## config.mk

```make
export PLATFORM = sky130hd
export DESIGN_NAME = ksa32_pg_stage
export DESIGN_NICKNAME = d
export VERILOG_FILES = /design/src/rtl/ksa32_pg_stage.sv
export SDC_FILE = /design/constraint.sdc
export NUM_CORES = 1
export LEC_CHECK = 0
export CAP_MARGIN = 20
export CORE_MARGIN = 2
export CORE_UTILIZATION = 45
export CTS_BUF_LIST = sky130_fd_sc_hd__clkbuf_16
export CTS_CLUSTER_DIAMETER = 100
export CTS_CLUSTER_SIZE = 40
export DETAILED_ROUTE_END_ITERATION = 16
export GPL_TIMING_DRIVEN = 0
export PLACE_DENSITY = 0.79
export SETUP_SLACK_MARGIN = 0.4
export SKIP_LAST_GASP = 1
export SLEW_MARGIN = 20
export SYNTH_ARGS = -nofsm -noshare
export SYNTH_HDL_FRONTEND = slang
export SYNTH_SLANG_ARGS = --single-unit
```

## constraint.sdc

```tcl
create_clock -name clk -period 2.21 [get_ports clk]
set_clock_uncertainty 0.05 [all_clocks]
set_input_delay 0.442 -clock clk [delete_from_list [all_inputs] [get_ports clk]]
set_output_delay 0.442 -clock clk [all_outputs]
set_load 0.01 [all_outputs]
```

## src/rtl/ksa32_pg_stage.sv

```systemverilog
// Kogge-Stone front stage: registers A^B / A&B plus cin behind a 2-entry skid buffer; KSA_PG_CIN_FOLD_EN folds cin into g[0].
// Latency 1 cycle from an accepted word when empty; in_ready/out_valid decode registered state only, so no ready path crosses the stage.
module ksa32_pg_stage #(
  parameter int WIDTH = 32
) (
  input  logic             clk,
  input  logic             rst,
  input  logic             in_valid,
  output logic             in_ready,
  input  logic [WIDTH-1:0] in_a,
  input  logic [WIDTH-1:0] in_b,
  input  logic             in_cin,
  output logic             out_valid,
  input  logic             out_ready,
  output logic [WIDTH-1:0] out_p,
  output logic [WIDTH-1:0] out_g,
  output logic             out_cin
);

  // Encoding doubles as the occupancy count.
  typedef enum logic [1:0] {
    ST_EMPTY = 2'd0,
    ST_ONE   = 2'd1,
    ST_FULL  = 2'd2
  } state_e;

  state_e           state_q, state_d;
  logic [WIDTH-1:0] head_p_q, head_p_d;
  logic [WIDTH-1:0] head_g_q, head_g_d;
  logic             head_cin_q, head_cin_d;
  logic [WIDTH-1:0] skid_p_q, skid_p_d;
  logic [WIDTH-1:0] skid_g_q, skid_g_d;
  logic             skid_cin_q, skid_cin_d;

  logic             push;
  logic             pop;
  logic [WIDTH-1:0] new_p;
  logic [WIDTH-1:0] new_g;

  always_comb begin
    new_p = in_a ^ in_b;
    new_g = in_a & in_b;
`ifdef KSA_PG_CIN_FOLD_EN
    // Bit 0 generate becomes the true carry out of bit 0, so prefix carries include cin.
    new_g[0] = (in_a[0] & in_b[0]) | (new_p[0] & in_cin);
`endif
  end

  always_ff @(posedge clk) begin
    if (rst) begin
      state_q    <= ST_EMPTY;
      head_p_q   <= '0;
      head_g_q   <= '0;
      head_cin_q <= 1'b0;
      skid_p_q   <= '0;
      skid_g_q   <= '0;
      skid_cin_q <= 1'b0;
    end else begin
      state_q    <= state_d;
      head_p_q   <= head_p_d;
      head_g_q   <= head_g_d;
      head_cin_q <= head_cin_d;
      skid_p_q   <= skid_p_d;
      skid_g_q   <= skid_g_d;
      skid_cin_q <= skid_cin_d;
    end
  end

  always_comb begin
    state_d    = state_q;
    head_p_d   = head_p_q;
    head_g_d   = head_g_q;
    head_cin_d = head_cin_q;
    skid_p_d   = skid_p_q;
    skid_g_d   = skid_g_q;
    skid_cin_d = skid_cin_q;
    case (state_q)
      ST_EMPTY: begin
        if (push) begin
          state_d    = ST_ONE;
          head_p_d   = new_p;
          head_g_d   = new_g;
          head_cin_d = in_cin;
        end
      end
      ST_ONE: begin
        if (push && pop) begin
          head_p_d   = new_p;
          head_g_d   = new_g;
          head_cin_d = in_cin;
        end else if (push) begin
          state_d    = ST_FULL;
          skid_p_d   = new_p;
          skid_g_d   = new_g;
          skid_cin_d = in_cin;
        end else if (pop) begin
          state_d = ST_EMPTY;
        end
      end
      ST_FULL: begin
        if (pop) begin
          state_d    = ST_ONE;
          head_p_d   = skid_p_q;
          head_g_d   = skid_g_q;
          head_cin_d = skid_cin_q;
        end
      end
      default: state_d = ST_EMPTY;
    endcase
  end

  always_comb begin
    in_ready  = (state_q != ST_FULL);
    out_valid = (state_q != ST_EMPTY);
    push      = in_valid & in_ready;
    pop       = out_valid & out_ready;
    out_p     = head_p_q;
    out_g     = head_g_q;
    out_cin   = head_cin_q;
  end

endmodule

```

==> impl_results.md <==
- Status: completed
- Drc violations: 0
- Synth Instances: 634
- DRT Pass-1 Iters: 5
- Diodes inserted: 0
- Via count: 5,506
- Clock Tree Root: clkbuf_16
- Synth area leaders: dfxtp_1 (43%), mux2i_1 (11%), a211oi_2 (10%)
- Final hold violation count: 0
- Post-synth EDFFs: 0
- Port bufs: 134
- Mapped Avg Cell Area: 9.76 sq um
- Syn_nets: ~740
- Critical Path AT: 1.36 ns
- Area of the die: 14,700 sq um
- CP max-delay cell: dfxtp_4
- Num ports: 136
- First-pass GRT wire length: 28.5 mm
- Routability cong.: about 0.86
- Aggregate routed wire length: 18.1 mm
- WL per Instance: between 15 and 20 um
- Final WS setup: ~0.36 ns
- Total Power: 6.20 mW
- Initial antenna violation count: 0
- Hold Crit Class: input pin to flop
- Worst Path Buf+Inv: 4
- Setup Slack @ Placement: -0.198 ns
- Critical path type: flop to primary output
- Seq/Total Area, Yosys: 0.427
- CORE AREA: 13,300 sq um
- Synth warnings: 0
- Setup Viol. Count Final: 0
- Clk Latency, worst-skew pair: roughly 0.41 ns
- Yosys top cell by area: dfxtp_1
- Nets: between 800 and 900
- CTS H-Tree Depth: 4
- Main synth FF type: dfxtp_1
- Yosys top cell area share: 0.427
- Final Cycle Share: 0.838
- Slowest stage delay, CP: 0.35 ns
- Unique masters post-synth: 22
- Setup crit start kind: flop
- Post-route cell area: ~8500 sq um
- Commonest cells in the netlist: dfxtp_1 (132), nand2_1 (132), a211oi_1 (81), a21oi_1 (66), mux2i_1 (65)
- Leakage power: 3.94 nW
- Worst-case clock buffer depth: 2
- Pwr dens: between 700 and 800 nW/um^2
- CTS Buf Count: 17
- FMAX: 540 MHz
- Share of synthesized registers carrying an async set or reset: 0
- Initial Util: 0.464
- CP Capture Type: primary output
- Final ANT Viol Nets: 0
- Vias per cell: 5.63
- Detailed placement HPWL: approximately 13 mm
- Fin crit period: ~1.9 ns
- Vias in the first global route: 5,681
- Relative slew slack: 0.491
- Placement Cell Area: between 7000 and 8000 sq um
- Layout cell share with drive strength beyond 1: 0.193
- CTS tree: built
- CP cell instances: nand2b_4, buf_6, buf_12, buf_12, buf_6
- Crit path required time: 1.72 ns
- Final hold slack: approximately 0.28 ns
- Max Transition Viols Final: 0
- Die X: roughly 120 um
- Crit Path Max Fanout: 4
- Max VDD drop: 0.000590 V
- Congestion Overflow GR: 0
- CTS sink count: between 100 and 150
- Row count: 42
- Actual slew at the worst max-slew pin: 0.763 ns
- Final setup TNS: 0 ns
- Clock transition at path regs: about 0.050 ns
- Synthesized area: 6190 sq um
- Total track usage: 0.249
- Iter 0 DRT Violations: 487
- Synth Register Bits: 132
- RSZ-0062 raised after global routing: yes
- CP delay by family, top: buffers and inverters
- Largest net degree at the start of global routing: 17
- Die Height: 121 um
- Layout area overhead: 37.3%
- Max Cap Viol: 0
==> state kept, by name, indices dropped and copies added (netlist names) <==
name / count
skid_g_q: 32
out_p: 32
skid_cin_q: 1
out_g: 32
out_cin: 1
state_q: 2
skid_p_q: 32
==> cells by family after synthesis <==
logic type	count (synthesis)	share of synthesized area
DFF	132	0.427
adders and majority gates	32	0.0647
muxes	66	0.108
buffers and inverters	66	0.0558
and+or+nand+nor	139	0.0900
AOI/OAI and AO/OA	199	0.255
==> placed cells by master (no fill, tap or decap), drive strengths merged, types with 2 or more instances in the layout <==
master,count
nand2,132
clkbuf,47
a21oi,66
clkinv,7
mux2i,65
a211oi,131
dfxtp,132
ha,32
clkdlybuf4s50,70
dlygate4sd2,33
a21o,2
inv,6
dlymetal6s2s,29
buf,40
==> metrics by stage <==
stage	cells	util
2_1_floorplan	634	-
3_3_place_gp	944	0.581
3_5_place_dp	944	0.581
4_1_cts	976	0.625
5_1_grt	978	0.636
6_report	978	0.636
==> where the power goes <==
group	switching, mW	internal (mW)	leakage [nW]
sequential	0.112	2.53	1.08
clock	0.967	1.37	0.257
combinational	0.632	0.587	2.61
total	1.71	4.49	3.94
==> worst register-to-register path, delay by kind of cell (launching register included) <==
family | cells | cell delay [ns]
AO/OA/AOI/OAI | 1 | 0.10
multiplexers | 1 | 0.28
AND/OR/NAND/NOR | 1 | 0.12
buffers and inverters | 4 | 0.68
flip-flops | 1 | 0.35
==> area by class of cell <==
| cell class | instances | area (sq um) |
|---|---|---|
| Fill cell | 1059 | 4850 |
| Multi-Input combinational cell | 436 | 3350 |
| Sequential cell | 132 | 2650 |
| Timing Repair Buffer | 138 | 1400 |
| Clock buffer | 17 | 425 |
| Buffer | 65 | 385 |
| Tap cell | 176 | 220 |
| Clock inverter | 13 | 57.6 |
| Inverter | 1 | 3.75 |
==> worst paths after layout <==
kind / end / startpoint / slack (ns) / cells after the start
min reg2reg: skid_g_q[16]$_SDFFE_PP0P_ / skid_g_q[16]$_SDFFE_PP0P_ / 0.40 / 2
min: state_q[1]$_SDFFE_PP0P_ / out_ready / 0.28 / 2
max reg2reg: out_g[19]$_SDFFE_PP0P_ / state_q[0]$_SDFFE_PP0P_ / 0.49 / 7
max: in_ready / state_q[0]$_SDFFE_PP0P_ / 0.36 / 5
==> repair_timing <==
action,in CTS,in global routing
endpoints found under the setup margin,99,134
resized for setup,76,48
buffers inserted,2,2
hold buffers,0,0
==> per-layer routing <==
metal	wire [um]	GRT usage	vias to the layer above
li1	-	-	2622
met1	7780	0.308	2627
met2	8650	0.410	218
met3	1230	0.0648	39
met4	417	0.106	0
met5	0	0	-
(Power assumes the default switching activity.)
